==> src/rtl/regfile_arb_pkg.sv <==
// Shared definitions for the two-requester register-file access arbiter:
// default widths, FSM state encodings and requester identities.
package regfile_arb_pkg;

    localparam int DW_DEF = 16;
    localparam int AW_DEF = 3;

    typedef enum logic [1:0] {
        ST_IDLE   = 2'd0,
        ST_ACCESS = 2'd1,
        ST_DONE   = 2'd2
    } state_t;

    typedef enum logic {
        REQ_A = 1'b0,
        REQ_B = 1'b1
    } req_id_t;

    // One-hot grant vector for a requester: bit 0 = A, bit 1 = B.
    function automatic logic [1:0] grant_of(input req_id_t id);
        return (id == REQ_A) ? 2'b01 : 2'b10;
    endfunction

endpackage

==> src/rtl/regfile_arb_rr_arb2.sv <==
// Two-way round-robin picker: a lone request always wins, and on a tie the
// requester that was not granted last time wins. Purely combinational.
module rr_arb2
    import regfile_arb_pkg::*;
(
    input  logic       req_a,
    input  logic       req_b,
    input  req_id_t    last_grant,
    output logic [1:0] grant
);

    always_comb begin
        grant = 2'b00;
        if (req_a && req_b) begin
            grant = (last_grant == REQ_B) ? grant_of(REQ_A) : grant_of(REQ_B);
        end else if (req_a) begin
            grant = grant_of(REQ_A);
        end else if (req_b) begin
            grant = grant_of(REQ_B);
        end
    end

endmodule

==> src/rtl/regfile_arb.sv <==
// Arbitrates two requesters onto a single external register file port.
// Each transaction runs IDLE -> ACCESS -> DONE, acking the winner in DONE.
module regfile_arb
    import regfile_arb_pkg::*;
#(
    parameter int DW = DW_DEF,
    parameter int AW = AW_DEF
) (
    input  logic          clk,
    input  logic          reset_n,
    input  logic          a_req,
    input  logic          b_req,
    input  logic          a_we,
    input  logic          b_we,
    input  logic [AW-1:0] a_addr,
    input  logic [AW-1:0] b_addr,
    input  logic [DW-1:0] a_wdata,
    input  logic [DW-1:0] b_wdata,
    output logic          a_ack,
    output logic          b_ack,
    output logic [DW-1:0] rdata,
    output logic [DW-1:0] rf_data_in,
    output logic [AW-1:0] rf_writenum,
    output logic [AW-1:0] rf_readnum,
    output logic          rf_write,
    input  logic [DW-1:0] rf_data_out
);

    state_t        state_reg,      state_next;
    req_id_t       owner_reg,      owner_next;
    req_id_t       last_grant_reg, last_grant_next;
    logic          we_reg,         we_next;
    logic [AW-1:0] addr_reg,       addr_next;
    logic [DW-1:0] wdata_reg,      wdata_next;
    logic [DW-1:0] rdata_reg;
    logic [1:0]    grant;

    rr_arb2 u_rr_arb2 (
        .req_a      (a_req),
        .req_b      (b_req),
        .last_grant (last_grant_reg),
        .grant      (grant)
    );

    always_ff @(posedge clk or negedge reset_n) begin
        if (!reset_n) begin
            state_reg      <= ST_IDLE;
            owner_reg      <= REQ_A;
            last_grant_reg <= REQ_B;
            we_reg         <= 1'b0;
            addr_reg       <= '0;
            wdata_reg      <= '0;
        end else begin
            state_reg      <= state_next;
            owner_reg      <= owner_next;
            last_grant_reg <= last_grant_next;
            we_reg         <= we_next;
            addr_reg       <= addr_next;
            wdata_reg      <= wdata_next;
        end
    end

    // Request inputs are only looked at in IDLE; everything after runs off the latched copy.
    always_comb begin
        state_next      = state_reg;
        owner_next      = owner_reg;
        last_grant_next = last_grant_reg;
        we_next         = we_reg;
        addr_next       = addr_reg;
        wdata_next      = wdata_reg;
        case (state_reg)
            ST_IDLE: begin
                if (grant != 2'b00) begin
                    state_next = ST_ACCESS;
                    if (grant[0]) begin
                        owner_next      = REQ_A;
                        last_grant_next = REQ_A;
                        we_next         = a_we;
                        addr_next       = a_addr;
                        wdata_next      = a_wdata;
                    end else begin
                        owner_next      = REQ_B;
                        last_grant_next = REQ_B;
                        we_next         = b_we;
                        addr_next       = b_addr;
                        wdata_next      = b_wdata;
                    end
                end
            end
            ST_ACCESS: state_next = ST_DONE;
            ST_DONE:   state_next = ST_IDLE;
            default:   state_next = ST_IDLE;
        endcase
    end

    // Read data is captured as ACCESS ends and held until the next read.
    always_ff @(posedge clk or negedge reset_n) begin
        if (!reset_n) begin
            rdata_reg <= '0;
        end else if (state_reg == ST_ACCESS && !we_reg) begin
            rdata_reg <= rf_data_out;
        end
    end

    // Strobes decode straight from state so an asynchronous reset kills them at once.
    assign rf_write    = (state_reg == ST_ACCESS) && we_reg;
    assign rf_writenum = addr_reg;
    assign rf_readnum  = addr_reg;
    assign rf_data_in  = wdata_reg;
    assign rdata       = rdata_reg;
    assign a_ack       = (state_reg == ST_DONE) && (owner_reg == REQ_A);
    assign b_ack       = (state_reg == ST_DONE) && (owner_reg == REQ_B);

endmodule

==> config.mk <==
export PLATFORM = sky130hd
export DESIGN_NAME = regfile_arb
export DESIGN_NICKNAME = d
export VERILOG_FILES = /design/src/rtl/regfile_arb_pkg.sv /design/src/rtl/regfile_arb_rr_arb2.sv /design/src/rtl/regfile_arb.sv
export SDC_FILE = /design/constraint.sdc
export NUM_CORES = 1
export LEC_CHECK = 0
export CORE_MARGIN = 2
export CORE_UTILIZATION = 42
export CTS_CLUSTER_SIZE = 12
export DETAILED_ROUTE_END_ITERATION = 10
export PLACE_DENSITY = 0.86
export SLEW_MARGIN = 40
export SYNTH_ARGS = -nofsm -noshare
export SYNTH_HDL_FRONTEND = slang
export SYNTH_SLANG_ARGS = --single-unit
export TNS_END_PERCENT = 1
==> constraint.sdc <==
create_clock -name clk -period 3 [get_ports clk]
set_input_delay 0.6 -clock clk [delete_from_list [all_inputs] [get_ports clk]]
set_output_delay 0.6 -clock clk [all_outputs]
set_load 0.01 [all_outputs]
Word level (Yosys, flattened, before mapping)
Index checks and enable logic that the tools add are counted.
{ "op_classes": {"n_eq_ne": 3, "muxes": 10, "n_bitwise": 1, "reduce_logical": 9} }
{ "op_table": {"columns": ["operator", "count"], "rows": [
  ["16-bit two-way mux", 1],
  ["2-bit two-way mux", 5],
  ["1-bit logical AND", 5],
  ["2-bit one-hot mux with 2 select lines", 1],
  ["3-bit two-way mux", 1],
  ["2-bit by 1-bit equality test with 1-bit output (second input constant)", 1],
  ["2-bit equality test (second input constant)", 1],
  ["2-bit zero test", 1],
  ["1-bit two-way mux", 2],
  ["2-bit != test (second input constant)", 1],
  ["2-bit AND reduction", 1],
  ["2-bit nonzero test", 1],
  ["1-bit zero test", 1],
  ["1-bit NOT", 1]
]} }
{ "totals": {"reg_bits": 40, "in_bits": 60, "out_inout_bits": 41, "word_cells": 30} }

Logic depth before layout (Yosys ltp)
Gate-level depths: netlist (run 1).
{ "logic_depth": {"word_depth": 6, "depth_mapped": 5, "ltp_nobuf": 3} }

Cells and area by module
From an unflattened synthesis (run 1), not the netlist that was laid out.
{ "unflattened": {"cells_unflattened": 119, "hier_area_um2": 1865.5} }
{ "by_module_without_submodules": {"columns": ["mod", "n_inst", "cells_per_inst", "area_per_inst_um2"], "rows": [
  ["regfile_arb", 1, 116, 1846.8],
  ["rr_arb2", 1, 3, 18.8]
]} }

Least setup slack after synthesis (run 1)
Ideal clock, no wire load.
{ "synth_timing": {"path_kind": "input-to-reg", "startpoint": "input a_req", "endpoint": "register wdata_reg[10] (netlist: rf_data_in[10])", "setup_time_ps": 82, "arrival_time_ps": 1273, "required_time_ps": 2918, "slack_ps": 1646, "path_stages": 4, "path_buffers": 1, "cell_sequence": "or2_1 and2_1 buf_2 a31oi_1"} }
{ "synth_between": {"elab_chain_cells": 4, "word_cells_on_any_way": 6, "classes_between": "mux: 3; reduce/logical: 3"} }
{ "synth_lines": {"columns": ["item", "line_no", "source"], "rows": [
  ["from (decl)", "regfile_arb.sv:11", "input logic a_req,"],
  ["2-bit two-way mux / 1-bit logical AND (equally long branches)", "regfile_arb_rr_arb2.sv:16, regfile_arb_rr_arb2.sv:14", null],
  ["2-bit two-way mux *", "regfile_arb_rr_arb2.sv:14", "if (req_a && req_b) begin"],
  ["2-bit nonzero test", "regfile_arb.sv:73", "if (grant != 2'b00) begin"],
  ["2-bit AND reduction (no source line)", null, null],
  ["to (signal assigned)", "regfile_arb.sv:59", "wdata_reg <= wdata_next;"],
  ["to (decl)", "regfile_arb.sv:34", "logic [DW-1:0] wdata_reg, wdata_next;"]
]} }
Every way passes the cells marked *; elsewhere a longest branch is shown, timed or not.
A chain may end at the register's enable or synchronous reset.

Final worst setup path (run 1)
{ "layout_timing": {"startpoint": "register state_reg[1]", "endpoint": "output rf_write"} }
{ "layout_between": {"elab_chain_cells": 2} }
{ "layout_lines": {"columns": ["item", "line_no", "source"], "rows": [
  ["from (decl)", "regfile_arb.sv:29", "state_t state_reg, state_next;"],
  ["from (signal assigned)", "regfile_arb.sv:54", "state_reg <= state_next;"],
  ["2-bit by 1-bit equality test with 1-bit output", "regfile_arb.sv:106", "assign rf_write = (state_reg == ST_ACCESS) && we_reg;"],
  ["1-bit logical AND", "regfile_arb.sv:106", null],
  ["to (decl)", "regfile_arb.sv:25", "output logic rf_write,"]
]} }
No other way between the ends.

==> summary.md, run 1 <==
| Metric | Value |
|---|---|
| Synth Net Count | `230` |
| GR Overflow Total | `0` |
| Per-cell routed wire length | `15.3 um` |
| Min cycle time layout | `2.12 ns` |
| Drt drc | `0` |
| Post-Synth XOR/XNOR Area | `0%` |
| CTS Root Cell | `clkbuf_8` |
| Setup TNS | `0 ns` |
| Ys flop type | `dfrtp_1` |
| Most frequent cell after synthesis | `dfrtp_1` |
| Final Util | `68.0%` |
| FP Rows | `24` |
| Starting density of the core | `43.1%` |
| DIE AREA | `4980 um2` |
| RSZ-0062 raised after global routing | `no` |
| Ports | `101` |
| Worst-margin pin slew | `0.783 ns` |
| DR pass1 iterations | `4` |
| Worst Setup Start Kind | `flop` |
| Core area | `4320 um2` |
| Worst path required time | `2.40 ns` |
| Clock skew | `0.00133 ns` |
| Largest family of logic cells by synthesized area | `compound AO/OA/AOI/OAI gates` |
| Max rail drop VDD | `0.363 mV` |
| CP Capture Type | `primary output` |
| Post-synth ARST share | `100%` |
| Die width | `70.6 um` |
| Crit path DAT | `1.52 ns` |
| Synth warnings | `0` |
| Worst-path fanout max | `4` |
| Synth Area in Compound Gates | `18.7%` |
| Fmax | `0.472 GHz` |
| Sw frac | `33.8%` |
| Share of cells above drive strength 1 | `12.5%` |
| Relative slew slack | `47.8%` |
| Int Power | `1.87 mW` |
| Simple-Gate Fraction of Synth Area | `9.61%` |
| Multiplexer area fraction after synthesis | `11.7%` |
| Clock sink count | `40` |
| Final Hold Viols | `0` |
| Post-CTS sizing | `0` |
| Clock insertion delay at the later pin of the skew report | `0.28 ns` |
| Period utilization | `70.6%` |
| Layout area overhead | `57.9%` |
| PD cells | `962 nW/um2` |
| Cell taking the most area after synthesis | `dfrtp_1` |
| Filler cells | `365` |
| Mapped Area | `1860 um2` |
| Final Setup Violations | `0` |
| Top cell type's share of synthesized area | `52.4%` |
| Post-CTS setup buffers | `0` |
| Comb power frac | `52.0%` |
| Syn_area_per_cell | `11.0 um2` |
| Commonest cells post-synth | `39 x dfrtp_1, 22 x a21oi_1, 22 x a31oi_1, 20 x nand3_1, 20 x o21ai_0` |
| GPL Wtd Cong | `0.732` |
| # hold bufs at CTS | `0` |
| Clock power frac | `12.8%` |
| Pin count of the biggest net entering global routing | `41` |
| Dpl hpwl | `3400 um` |
| Synth area leaders | `dfrtp_1 52%, mux2_4 8.1%, a31oi_1 7.4%` |
| Post-synthesis sequential area ratio | `53.8%` |
| Fraction of power consumed by sequential logic | `35.2%` |
| Chip height | `70.6 um` |
| R2r worst-path depth | `4` |
| Number of diodes | `0` |
| Hold WC Path Type | `input port to async pin` |
| H-tree levels | `2` |
| Antenna violations before repair | `0` |
| MaxCap Viol Count | `0` |
| Critical path class | `flop to primary output` |
| Post-synth EDFFs | `0` |
| Synth Area in Adders | `0%` |
| First-pass GRT wire length | `8000 um` |
| Syn Inst Count | `170` |
| Number of global-route vias before repair | `1,649` |
| Clk buf depth | `2` |
| DR vias | `1,673` |
| Total CTS buffers | `5` |
| NetSw | `957 uW` |
| CTS clk-pin slew, worst paths | `0.07 ns` |
| I/O Buffers | `100` |
| Netlist cell types | `22` |
| Final Slew Violations | `0` |
| Fin nets | `322` |
| Final wirelength | `4810 um` |
| Gr usage total | `20.2%` |
| #FFs+latches synth | `40` |
| Initial DRC Count | `77` |
| Status | `complete, no violations` |
| LEAKAGE | `1.17 nW` |
| Routed Antenna Nets | `0` |
| CTS tree | `yes` |
| Vias per inst | `5.31` |
cells by family after synthesis:
| family | Yosys count |
|---|---|
| compound gates | 64 |
| mux | 16 |
| flops | 40 |
| buf+inv | 20 |
| simple gates | 30 |
worst paths after layout:
check	start	to	slack [ns]
worst max-delay path	state_reg[1]	rf_write	0.88
worst min-delay path	reset_n	rf_readnum[2]	0.28
worst max register to register	state_reg[1]	rf_data_in[2]	1.19
worst min register to register	rdata[11]	rdata[11]	0.51
max in group asynchronous	reset_n	last_grant_reg	2.36
min in group clk	rdata[11]	rdata[11]	0.51
per-layer routing:
layer | GRT usage (%) | vias up | wire [um]
met4 | 6.71 | 0 | 55
met3 | 3.28 | 4 | 305
li1 | - | 806 | -
met1 | 25.9 | 794 | 1910
met2 | 35.0 | 69 | 2540
met5 | 0 | - | 0
power groups by stage:
stage	Combinational [mW]	Sequential [mW]	Clock (mW)
final	1.47	0.996	0.361
after global routing	1.59	1.04	0.396
after CTS	1.49	0.998	0.374
after detailed placement	1.48	1.00	0
after global placement	1.45	0.986	0
after floorplan	0.675	1.10	0
area by class of cell:
| type | count | area (um2) | share of cell area [%] |
|---|---|---|---|
| clock buffers | 6 | 82.6 | 2.81 |
| clock inverters | 2 | 10.0 | 0.341 |
| inverters | 1 | 3.75 | 0.128 |
| multi-input cells | 110 | 747 | 25.4 |
| flip-flops and latches | 40 | 1000 | 34.1 |
| well taps | 52 | 65.1 | 2.21 |
| repair buffers | 104 | 1030 | 35.0 |
metrics by stage:
stage,area [um2],total power [mW],setup slack [ns],std cells,hold slack (ns)
6_report,2940,2.83,0.882,315,0.276
4_1_cts,2940,2.86,0.852,315,0.294
3_5_place_dp,2850,2.49,0.587,307,0.493
3_3_place_gp,2840,2.44,0.677,307,0.487
2_1_floorplan,1860,1.77,1.65,170,0.304
5_1_grt,2940,3.03,0.755,315,0.302
critical path: stages, from the launching register on:
cell	delay, ns
dfrtp_1	0.43
nor2b_4	0.13
and2_1	0.13
clkdlybuf4s50_1	0.53
cell usage in the layout, fill, tap and decap left out:
cell type	synthesis	routed
nor2b_4	2	2
clkbuf_8	0	6
buf_4	3	5
clkinv_2	0	2
clkdlybuf4s50_1	0	99
or2_1	1	1
nand3_1	20	20
nand2b_1	1	1
o21ai_0	20	20
dfstp_2	1	1
a31oi_1	22	22
mux2_2	6	6
nor2_2	0	1
mux2_4	10	10
and2_1	2	2
inv_1	1	1
nor2b_1	1	1
dfrtp_1	39	39
nor3b_1	1	1
a21oi_1	22	22
and3b_1	1	1
No activity file was read; power rests on OpenSTA's default activity.
==> run 2, diff against run 1 <==
- CORE_UTILIZATION: 42 -> 39
- PLACE_DENSITY: 0.86 -> 0.8
- clock period: 3 -> 1.95 ns (I/O delays scaled with it)
==> run 2 against run 1 <==
Net effect:
- critical path depth is 1 lower
- die area is 7.2% higher
- sequential power increased by 55%
- clock skew is 0.00089 ns higher
- final cell count up 3.2%
- core utilization decreased by 3.4 points
- non-clock buffer count rose by 8
- register-to-register slack lost 0.79 ns
- power up 55%
- first-iteration DRC count shrank 17%
- design area grew 2.3%
==> summary.md, run 2 (synthesized netlist as in run 1, its figures left out) <==
| Metric | Value |
|---|---|
| Clock power frac | `12.7% (about the same)` |
| Int Power | `2.92 mW (+56%)` |
| Status | `complete, no violations` |
| CTS clk-pin slew, worst paths | `0.07 ns (about the same)` |
| Fraction of power consumed by sequential logic | `35.0% (-0.2 points)` |
| Most frequent cells in the layout | `98 x clkdlybuf4s50_1, 38 x dfrtp_1, 22 x a21oi_1, 22 x a31oi_1` |
| CTS Root Cell | `clkbuf_8` |
| Worst-path fanout max | `4 (unchanged)` |
| Relative slew slack | `51.4% (+3.6 points)` |
| Max rail drop VDD | `0.830 mV (+130%)` |
| Post-CTS setup buffers | `0 (unchanged)` |
| Worst Setup Start Kind | `flop` |
| Clock insertion delay at the later pin of the skew report | `0.29 ns (about the same)` |
| DR vias | `1,705 (+1.9%)` |
| CP Capture Type | `primary output` |
| RSZ-0062 raised after global routing | `no` |
| Starting density of the core | `39.9% (-3.1 points)` |
| Multi-input logic area | `752 um2 (+0.67%)` |
| Hold WC Path Type | `input port to async pin` |
| Initial DRC Count | `64 (-17%)` |
| Layout area overhead | `61.6%` |
| Comb power frac | `52.3% (+0.3 points)` |
| Reg2reg setup slack | `0.40 ns (-0.79 ns)` |
| Fmax | `0.537 GHz` |
| Per-cell routed wire length | `15.2 um (-0.60%)` |
| Pin count of the biggest net entering global routing | `25 (-39%)` |
| Fin nets | `330 (+2.5%)` |
| Antenna violations before repair | `0 (unchanged)` |
| Drt drc | `0 (unchanged)` |
| Filler cells | `414 (+13%)` |
| PD cells | `1460 nW/um2 (+52%)` |
| Pre-CTS WS | `-0.0138 ns (-0.601 ns)` |
| Chip height | `73.1 um (+3.6%)` |
| Number of diodes | `0 (unchanged)` |
| Final Util | `64.5% (-3.4 points)` |
| DR pass1 iterations | `5 (+1)` |
| Sw frac | `33.6% (-0.30 points)` |
| Critical path class | `flop to primary output` |
| Final Setup Violations | `0 (unchanged)` |
| Min cycle time layout | `1.86 ns` |
| Number of global-route vias before repair | `1,678 (+1.8%)` |
| GR Overflow Total | `0 (unchanged)` |
| NetSw | `1.47 mW (+54%)` |
| Commonest non-fill, non-tap cell in the layout | `clkdlybuf4s50_1` |
| LEAKAGE | `1.22 nW (+4.1%)` |
| Dpl hpwl | `3540 um (+4.0%)` |
| Clock sink count | `40 (unchanged)` |
| DIE AREA | `5340 um2 (+7.2%)` |
| First-pass GRT wire length | `7740 um (-3.2%)` |
| Worst-margin pin slew | `0.729 ns (-0.0539 ns)` |
| Ports | `101 (unchanged)` |
| Vias per inst | `5.25 (-1.2%)` |
| Gr usage total | `18.8% (-1.4 points)` |
| Die width | `73.1 um (+3.6%)` |
| Crit path DAT | `1.47 ns (-0.05 ns)` |
| Final wirelength | `4930 um (+2.6%)` |
| I/O Buffers | `100 (unchanged)` |
| Core area | `4660 um2 (+7.8%)` |
| FP Rows | `25 (+4.2%)` |
| Placed Instances | `316 (+2.9%)` |
| Non-Filler Instances | `325 (+3.2%)` |
| Total CTS buffers | `5 (unchanged)` |
| CTS tree | `yes` |
| Clk buf depth | `2 (unchanged)` |
| Final Slew Violations | `0 (unchanged)` |
| GPL Wtd Cong | `0.769 (+5.0%)` |
| H-tree levels | `2 (unchanged)` |
| MaxCap Viol Count | `0 (unchanged)` |
| Final Hold Viols | `0 (unchanged)` |
| Clock skew | `0.00222 ns (+0.000887 ns)` |
| Routed Antenna Nets | `0 (unchanged)` |
| Worst path required time | `1.56 ns (-0.84 ns)` |
| Share of cells above drive strength 1 | `14.8% (+2.2 points)` |
| Period utilization | `95.5%` |
| FF/Latch Area | `1000 um2 (+0.12%)` |
| Final Worst Setup Slack | `0.0880 ns (-0.794 ns)` |
==> run 2: power by group through the flow <==
stage | registers (mW) | logic (mW) | clock network [mW]
final | 1.54 | 2.30 | 0.557
after floorplan | 1.69 | 1.04 | 0
after global routing | 1.58 | 2.48 | 0.611
after global placement | 1.52 | 2.28 | 0
after CTS | 1.53 | 2.32 | 0.576
after detailed placement | 1.54 | 2.31 | 0
==> run 2: area by class of cell <==
cell class | count | share of cell area (%)
Tap cell | 54 | 2.25
Timing Repair Buffer | 112 | 36.3
Sequential cell | 40 | 33.4
Clock buffer | 8 | 3.00
Inverter | 1 | 0.125
Multi-Input combinational cell | 110 | 25.0
==> run 2: what timing repair did <==
item                                    in CTS  in global routing
hold endpoints to repair                     8                  0
hold buffers                                 1                  0
gates resized for setup                      0                  3
endpoints found under the setup margin       0                  2
==> run 2: worst paths after layout <==
path,from,cells past startpoint,end
worst min register to register,state_reg[1],1,state_reg[1]
worst min-delay path,reset_n,2,rf_data_in[1]
worst max-delay path,state_reg[0],2,b_ack
max in group asynchronous,reset_n,3,last_grant_reg
min in group clk,state_reg[1],1,state_reg[1]
worst max register to register,state_reg[0],3,we_reg
==> run 2: metal layers <==
metal / vias up / part of all wire, % / GRT usage, % / routed length, um
met5: - / 0 / 0 / 0
met3: 8 / 6.0 / 3.87 / 296
met2: 68 / 53 / 33.8 / 2590
li1: 822 / - / - / -
met4: 0 / 1.6 / 8.44 / 81
met1: 807 / 40 / 21.1 / 1960
==> run 2: critical path, cell delays in order, from the launching register on <==
cell	delay, ns
dfrtp_1	0.42
and3b_1	0.22
clkdlybuf4s50_1	0.54
==> run 2: stage by stage <==
stage / setup TNS [ns] / area [um2] / total power, mW / hold WS [ns]
after detailed placement: -0.0269 / 2900 / 3.85 / 0.251
final: 0 / 3010 / 4.39 / 0.485
after global placement: 0 / 2900 / 3.80 / 0.250
after floorplan: 0 / 1860 / 2.73 / 0.0944
after CTS: 0 / 3000 / 4.43 / 0.494
after global routing: 0 / 3010 / 4.67 / 0.513
